File: src/rtl/qpsk_pkg.sv
// Shared QPSK definitions: word geometry, FSM states, even/odd interleave.
// Used by both the bit splitter and the bit combiner.
package qpsk_pkg;

  localparam int NSYM_DEFAULT = 4;
  localparam int NSYM_MAX     = 16;

  typedef enum logic {
    IDLE  = 1'b0,
    SHIFT = 1'b1
  } state_t;

  // The bit counter must be at least one bit wide, even for a 2-bit word.
  function automatic int cnt_width(input int w);
    return (w <= 2) ? 1 : $clog2(w);
  endfunction

  // Fixed maximum width so one function serves every NSYM. Callers
  // zero-extend the nibbles and keep the low 2*NSYM bits.
  function automatic logic [2*NSYM_MAX-1:0] interleave(
    input logic [NSYM_MAX-1:0] even,
    input logic [NSYM_MAX-1:0] odd
  );
    logic [2*NSYM_MAX-1:0] w;
    w = '0;
    for (int k = 0; k < NSYM_MAX; k++) begin
      w[2*k]   = even[k];
      w[2*k+1] = odd[k];
    end
    return w;
  endfunction

endpackage

File: src/rtl/qpsk_bit_combiner_if.sv
// Even/odd nibble input handshake plus serial and reassembled-word outputs.
// The slave modport is the combiner's view; master is the source/sink view.
interface qpsk_bit_combiner_if #(
  parameter int NSYM = qpsk_pkg::NSYM_DEFAULT
);

  localparam int W = 2 * NSYM;

  logic            in_valid;
  logic            in_ready;
  logic [NSYM-1:0] Sheve;
  logic [NSYM-1:0] Shodd;
  logic            ser_bit;
  logic            ser_valid;
  logic            ser_odd;
  logic [W-1:0]    byte_out;
  logic            byte_valid;

  modport master (
    output in_valid,
    output Sheve,
    output Shodd,
    input  in_ready,
    input  ser_bit,
    input  ser_valid,
    input  ser_odd,
    input  byte_out,
    input  byte_valid
  );

  modport slave (
    input  in_valid,
    input  Sheve,
    input  Shodd,
    output in_ready,
    output ser_bit,
    output ser_valid,
    output ser_odd,
    output byte_out,
    output byte_valid
  );

endinterface

File: src/rtl/qpsk_sipo_word.sv
// Serial-in parallel-out word collector: word/done register on the edge that shifts in the bit flagged last.
// No backpressure; shift_en is a strobe, and word holds until the next completion.
module qpsk_sipo_word #(
  parameter int W = 8
) (
  input  logic         clk,
  input  logic         rst_n,
  input  logic         shift_en,
  input  logic         din,
  input  logic         last,
  output logic [W-1:0] word,
  output logic         done
);

  logic [W-2:0] acc_q;
  logic [W-1:0] acc_next;

  assign acc_next = {acc_q, din};

  always_ff @(posedge clk or negedge rst_n) begin
    if (!rst_n) begin
      acc_q <= '0;
      word  <= '0;
      done  <= 1'b0;
    end else begin
      done <= 1'b0;
      if (shift_en) begin
        acc_q <= acc_next[W-2:0];
        if (last) begin
          word <= acc_next;
          done <= 1'b1;
        end
      end
    end
  end

endmodule

File: src/rtl/qpsk_bit_combiner.sv
// Interleaves even/odd nibbles and streams the word MSB first; reassembled word pulses valid W+1 cycles after transfer.
// in_ready is high in IDLE and on the last bit cycle only, which allows bubble-free back-to-back words.
module qpsk_bit_combiner
  import qpsk_pkg::*;
#(
  parameter int NSYM = NSYM_DEFAULT
) (
  input  logic                clk,
  input  logic                rst_n,
  qpsk_bit_combiner_if.slave  bus
);

  localparam int             W       = 2 * NSYM;
  localparam int             CW      = cnt_width(W);
  localparam logic [CW-1:0]  CNT_TOP = CW'(W - 1);

  state_t            state_q, state_d;
  logic [W-1:0]      sr_q, sr_d;
  logic [CW-1:0]     cnt_q, cnt_d;
  logic              in_ready;
  logic              shifting;
  logic              last_bit;

  logic [NSYM_MAX-1:0]   ev_ext;
  logic [NSYM_MAX-1:0]   od_ext;
  logic [2*NSYM_MAX-1:0] ileave_full;
  logic [W-1:0]          word_in;
  logic                  unused_ileave;

  always_comb begin
    ev_ext          = '0;
    od_ext          = '0;
    ev_ext[NSYM-1:0] = bus.Sheve;
    od_ext[NSYM-1:0] = bus.Shodd;
  end

  assign ileave_full   = interleave(ev_ext, od_ext);
  assign word_in       = ileave_full[W-1:0];
  assign unused_ileave = ^(ileave_full >> W);

  always_ff @(posedge clk or negedge rst_n) begin
    if (!rst_n) begin
      state_q <= IDLE;
      sr_q    <= '0;
      cnt_q   <= '0;
    end else begin
      state_q <= state_d;
      sr_q    <= sr_d;
      cnt_q   <= cnt_d;
    end
  end

  always_comb begin
    state_d  = state_q;
    sr_d     = sr_q;
    cnt_d    = cnt_q;
    in_ready = 1'b0;
    case (state_q)
      IDLE: begin
        in_ready = 1'b1;
        if (bus.in_valid) begin
          sr_d    = word_in;
          cnt_d   = CNT_TOP;
          state_d = SHIFT;
        end
      end
      SHIFT: begin
        sr_d  = {sr_q[W-2:0], 1'b0};
        cnt_d = cnt_q - CW'(1);
        if (cnt_q == '0) begin
          // Last bit cycle: a new word can be taken without a gap.
          in_ready = 1'b1;
          if (bus.in_valid) begin
            sr_d  = word_in;
            cnt_d = CNT_TOP;
          end else begin
            state_d = IDLE;
          end
        end
      end
      default: begin
        state_d = IDLE;
      end
    endcase
  end

  assign shifting = (state_q == SHIFT);
  assign last_bit = (cnt_q == '0);

  assign bus.in_ready  = in_ready;
  assign bus.ser_valid = shifting;
  assign bus.ser_bit   = shifting & sr_q[W-1];
  assign bus.ser_odd   = shifting & cnt_q[0];

  qpsk_sipo_word #(
    .W (W)
  ) u_sipo (
    .clk      (clk),
    .rst_n    (rst_n),
    .shift_en (shifting),
    .din      (sr_q[W-1]),
    .last     (last_bit),
    .word     (bus.byte_out),
    .done     (bus.byte_valid)
  );

  a_done_single: assert property (@(posedge clk) disable iff (!rst_n)
    bus.byte_valid |=> !bus.byte_valid);

  a_busy_is_shift: assert property (@(posedge clk) disable iff (!rst_n)
    !bus.in_ready |-> shifting);

endmodule

File: src/flat_wrapper.sv
// flat-port wrapper written by rule: the top's interface ports become plain ports
module qpsk_bit_combiner_flat import qpsk_pkg::*;
#(
  parameter int NSYM = NSYM_DEFAULT
)
  (clk, rst_n, bus_in_valid, bus_Sheve, bus_Shodd, bus_in_ready, bus_ser_bit, bus_ser_valid, bus_ser_odd, bus_byte_out, bus_byte_valid);
  qpsk_bit_combiner_if #(.NSYM(NSYM)) bus_i ();
  input  logic clk;
  input  logic rst_n;
  input wire logic [$bits(bus_i.in_valid)-1:0] bus_in_valid;
  input wire logic [$bits(bus_i.Sheve)-1:0] bus_Sheve;
  input wire logic [$bits(bus_i.Shodd)-1:0] bus_Shodd;
  output wire logic [$bits(bus_i.in_ready)-1:0] bus_in_ready;
  output wire logic [$bits(bus_i.ser_bit)-1:0] bus_ser_bit;
  output wire logic [$bits(bus_i.ser_valid)-1:0] bus_ser_valid;
  output wire logic [$bits(bus_i.ser_odd)-1:0] bus_ser_odd;
  output wire logic [$bits(bus_i.byte_out)-1:0] bus_byte_out;
  output wire logic [$bits(bus_i.byte_valid)-1:0] bus_byte_valid;
  assign bus_i.in_valid = bus_in_valid;
  assign bus_i.Sheve = bus_Sheve;
  assign bus_i.Shodd = bus_Shodd;
  assign bus_in_ready = bus_i.in_ready;
  assign bus_ser_bit = bus_i.ser_bit;
  assign bus_ser_valid = bus_i.ser_valid;
  assign bus_ser_odd = bus_i.ser_odd;
  assign bus_byte_out = bus_i.byte_out;
  assign bus_byte_valid = bus_i.byte_valid;
  qpsk_bit_combiner #(.NSYM(NSYM)) u_core (.clk(clk), .rst_n(rst_n), .bus(bus_i));
endmodule
File: config.mk
export PLATFORM = sky130hd
export DESIGN_NAME = qpsk_bit_combiner_flat
export DESIGN_NICKNAME = d
export VERILOG_FILES = /design/src/rtl/qpsk_pkg.sv /design/src/rtl/qpsk_bit_combiner_if.sv /design/src/rtl/qpsk_sipo_word.sv /design/src/rtl/qpsk_bit_combiner.sv /design/src/flat_wrapper.sv
export SDC_FILE = /design/constraint.sdc
export NUM_CORES = 1
export LEC_CHECK = 0
export CAP_MARGIN = 0
export CELL_PAD_IN_SITES_DETAIL_PLACEMENT = 1
export CELL_PAD_IN_SITES_GLOBAL_PLACEMENT = 1
export CORE_UTILIZATION = 36
export DETAILED_ROUTE_END_ITERATION = 6
export MAX_ROUTING_LAYER = met4
export PLACE_DENSITY_LB_ADDON = 0.08
export SLEW_MARGIN = 10
export SYNTH_ARGS = -nofsm -noshare
export SYNTH_HDL_FRONTEND = slang
export SYNTH_SLANG_ARGS = --single-unit
File: constraint.sdc
create_clock -name clk -period 1.63 [get_ports clk]
set_clock_uncertainty 0.1 [all_clocks]
set_input_delay 0.2445 -clock clk [delete_from_list [all_inputs] [get_ports clk]]
set_output_delay 0.2445 -clock clk [all_outputs]
set_load 0.02 [all_outputs]
# After elaboration in Yosys (flattened, before gate mapping)
# Index checks and enable logic that the tools add are counted.
[op_classes]
magnitude_cmp = 0
mul = 0
add_sub_neg = 1
n_eq_ne = 1
n_shift = 0
reduce_logical = 2
bitwise = 3
n_div = 0
n_mux = 14
[op_table]
columns = ["cell", "n"]
rows = [
  ["2-to-1 mux 8 bit", 3],
  ["case mux 8 bit (2 select lines)", 1],
  ["2-to-1 mux 3 bit", 3],
  ["case mux 3 bit (2 select lines)", 1],
  ["2-to-1 mux 1 bit", 4],
  ["case mux 1 bit (2 select lines)", 2],
  ["logical NOT 3 bit", 1],
  ["subtractor 3 x 1 -> 3 bit, second input constant", 1],
  ["bitwise AND 1 bit", 2],
  ["inequality test 2 bit, second input constant", 1],
  ["AND reduction 2 bit", 1],
  ["NOT 1 bit", 1],
]
[word_totals]
wordCells = 27
inputBits = 11
output_inout_bits = 13
latchBits = 0
mem_count = 0
reg_bits = 28
ramBits = 0
mem_bits_ro = 0

# Longest topological paths before layout
[logic_depth]
depth_word = 4
ltp_mapped = 7
ltp_nobuf = 6

# By module
# From an unflattened synthesis, not the netlist that was laid out.
[unflattened]
hier_cells = 94
hier_area_um2 = 1340.0
[modules_own_cells]
columns = ["mod", "cells_per_inst", "n_inst", "area_per_inst_um2"]
rows = [
  ["qpsk_bit_combiner", 60, 1, 705.7],
  ["qpsk_sipo_word", 34, 1, 634.4],
]

# Least setup slack after synthesis
# OpenSTA, ideal clock, no wires.
[synth_path]
path_kind = "register to register"
startpoint = "reg u_core.cnt_q[0]"
endpoint = "reg u_core.sr_q[0]"
path_stages_with_launch = 8
arrival_time_ns = 1.338
setup_slack_ns = 0.070
setup_time_ns = 0.122
t_required_ns = 1.408
path_buffers = 1
path_cell_list = "dfrtp_1 inv_1 ha_1 nand2b_4 and2_4 buf_6 inv_1 a32o_1"
[synth_via]
elab_chain_len = 3
[synth_lines]
columns = ["element", "line", "source"]
rows = [
  ["start, declared", "qpsk_bit_combiner.sv:19", "logic [CW-1:0] cnt_q, cnt_d;"],
  ["start signal, assigned", "qpsk_bit_combiner.sv:49", "cnt_q <= cnt_d;"],
  ["logical NOT 3 bit", "qpsk_bit_combiner.sv:70", "if (cnt_q == '0) begin"],
  ["2-to-1 mux 8 bit", "qpsk_bit_combiner.sv:70", ""],
  ["case mux 8 bit (2 select lines)", "qpsk_bit_combiner.sv:58", "case (state_q)"],
  ["end signal, assigned", "qpsk_bit_combiner.sv:48", "sr_q <= sr_d;"],
  ["end, declared", "qpsk_bit_combiner.sv:18", "logic [W-1:0] sr_q, sr_d;"],
]
# No other way between the ends.
# A chain may end at the register's enable or synchronous reset.

# Worst setup path in the final report
[layout_path]
startpoint = "reg u_core.cnt_q[0]"
endpoint = "out bus_in_ready"
[layout_via]
elab_chain_len = 3
[layout_lines]
columns = ["element", "line", "source"]
rows = [
  ["logical NOT 3 bit", "qpsk_bit_combiner.sv:70", ""],
  ["2-to-1 mux 1 bit", "qpsk_bit_combiner.sv:70", ""],
  ["case mux 1 bit (2 select lines)", "qpsk_bit_combiner.sv:58", ""],
  ["end, declared", "flat_wrapper.sv:13", "output wire logic [$bits(bus_i.in_ready)-1:0] bus_in_ready;"],
]
# No other way between the ends.

==> flow_summary.ini <==
[run_status]
status = finished, violations left
violations = setup timing

[global_routing]
overflow = 0
grt_pass1_wl_mm = 4.28
grt.total_usage_pct = 16.6
grt_start_max_net_pins = 29
antenna_found_initial = 0
grt_pass1_vias = 914

[synthesis]
syn_inst = 94
synthTopCellsByArea = dfrtp_1 56%, mux2_2 14%, a221o_1 6.4%
synthFlopType = dfrtp_1
synth-edff-count = 0
syn_nets = 107
yosys_warnings = 0
syn_area_per_cell_um2 = 13.2
synth_top_area_share_pct = 56.4
ys_ff_latch = 28
yosysSeqAreaShare_pct = 56.4
ys_types = 22
synth.most_common_cell = dfrtp_1
syn_area_mm2 = 0.00124
synth_top_area_cell = dfrtp_1
synth_commonest_cells = 28 x dfrtp_1, 15 x mux2_2, 9 x nor2_1, 8 x a221o_1, 7 x mux2i_1
synthArstFlopShare_pct = 100

[detailed_routing]
vias_per_cell = 4.91
drt_first_pass_iters = 2
drt-total-wl_mm = 2.50
drt_iter0_drc = 11
drtAntennaViolNets = 0
route.detailed.drc = 0
wl_per_cell_um = 13.8
routed-via-count = 888

[clock_tree]
clk_latency_ps = 310
cts_buffers = 3
clk_root_buffer_cell = clkbuf_4
cts_tree = yes
h-tree-depth = 1
cts_buffer_depth = 2
cts_num_sinks = 28
cts_hold_buffers = 0
cts.clk_slew.worst_paths_ps = 140

[setup_path]
cp.required_ps = 1290
critPathMaxFanout = 2
r2r_setup_slack_ps = 60
r2r_cells = 6
startpoint = u_core.cnt_q[0]
r2r-end = u_core.sr_q[1]
path_cells = inv_2 -> ha_4 -> nand2b_4 -> and2_4 -> inv_4 -> buf_6
end_kind = primary output
start_kind = register
slowest_delay_ps = 420
worst_r2r_startpoint = u_core.cnt_q[0]
crit_arrival_ps = 1330
worstSetupPathType = reg -> out
slowest_stage = dfrtp_1

[power_and_ir_drop]
combPwrFrac_pct = 55.7
cellPowerDensity_mw_per_mm2 = 1990
pwr-share-seq_pct = 36.2
leakagePower_nw = 0.835
clkPwrFrac_pct = 8.0
p_sw_mw = 1.21
switching_share_pct = 35.6
p_int_mw = 2.20
peakVddDrop_mv = 1.19

[sta]
rsz0062_at_grt = true
setup_tns_ps = -47.2
setup_ws_ps = -47.2
final.min_clock_period_ps = 1680
period_share_pct = 103
worst_pin_slew_ps = 355
slew_violations = 0
max_freq_mhz = 596
hold_violations = 0
slew_headroom_pct = 76.3
setup_violations = 1

[die]
core_area_mm2 = 0.00315
io_pins = 24
die_h_um = 60.7
fp.dieW_um = 60.7
die_area_mm2 = 0.00369
initial_core_util_pct = 39.4
num_rows = 20

[cells_and_area]
area_growth_pct = 38.1
num-nets-final = 152
num_antenna_cells = 0
layout-drive-gt1-share_pct = 38.7
final_util_pct = 54.4

[place]
port_buffers = 23
dpl.hpwl_mm = 1.74
gp_congestion = 0.746

[job]
drv_cap = 0

[hold_path]
hold_path.class = in -> async
==> worst max path at each step <==
stage	end	slack, ps	cells after the start
final	bus_in_ready	-50	6
after global routing	bus_in_ready	-120	6
after CTS	bus_in_ready	-60	6
after detailed placement	bus_in_ready	-280	6
after global placement	bus_in_ready	-220	6
after floorplan	u_core.sr_q[0]	70	7
==> registers in the layout, indices dropped and copies added, names as in the netlist <==
signal                flops
u_core.bus.ser_valid      1
u_core.cnt_q              3
u_core.sr_q               8
u_core.u_sipo.acc_q       7
u_core.u_sipo.done        1
u_core.u_sipo.word        8
==> power groups by stage <==
stage / logic [mW] / registers [mW] / clock network, mW
after floorplan: 0.945 / 1.35 / 0
after global placement: 1.69 / 1.25 / 0
after detailed placement: 1.73 / 1.27 / 0
after CTS: 1.82 / 1.24 / 0.297
after global routing: 2.07 / 1.29 / 0.321
final: 1.90 / 1.24 / 0.274
==> worst max-delay path: cells and delay by family, from the launching register on <==
kind	cells	cell delay [ps]
and+or+nand+nor	2	200
buffers and inverters	3	240
DFF	1	420
adders and majority gates	1	150
==> what timing repair did <==
item / in CTS / in global routing
cloned: 0 / 0
setup buffers: 5 / 2
gates resized for setup: 34 / 7
pin swaps: 2 / 1
setup endpoints to repair: 20 / 7
==> placed cells by master (no fill, tap or decap), drive strengths merged <==
cell type      count
o31ai              1
dfrtp             28
a32o               1
dlymetal6s2s       1
and2               3
nor3b              1
nand2              3
o22ai              1
mux2              15
a21oi              2
clkbuf             3
inv                6
clkdlybuf4s50     10
buf               25
ha                 2
nand3b             1
nand2b             1
dlygate4sd2        9
mux2i              7
nor2               9
a221o              8
==> cell type report <==
cell class                 instances  area, µm²
clock buffer                       3       22.5
fill                             335       1440
inverter                           6       25.0
multi-input combinational         55        507
sequential                        28        701
tap                               44       55.1
timing repair buffer              45        405
==> cells by family (layout without fill, tap and decap cells) <==
logic type / after synthesis / count (layout) / share of synthesized area [%]
flip-flops: 28 / 28 / 56.4
AO/OA/AOI/OAI: 13 / 13 / 9.47
adder cells (fa/ha/maj): 2 / 2 / 2.01
multiplexers: 22 / 22 / 19.2
AND/OR/NAND/NOR: 18 / 18 / 7.96
buffers and inverters: 11 / 54 / 4.93
==> per-stage QoR <==
stage	hold WS (ps)	setup slack, ps	power (mW)	instances	area, µm²
global placement	387	-222	2.93	171	1600
detailed placement	395	-280	3.00	171	1600
floorplan	-151	70.0	2.30	94	1240
CTS	192	-57.1	3.36	179	1680
global route	197	-121	3.69	181	1720
finish	189	-47.2	3.42	181	1720
==> metal layers <==
layer | GRT usage [%] | wire length (µm)
met2 | 26.5 | 1220
met3 | 3.20 | 109
met4 | 5.84 | 14
met1 | 20.9 | 1150
met5 | - | 0
Note: power is estimated with default switching activity, not from simulation.
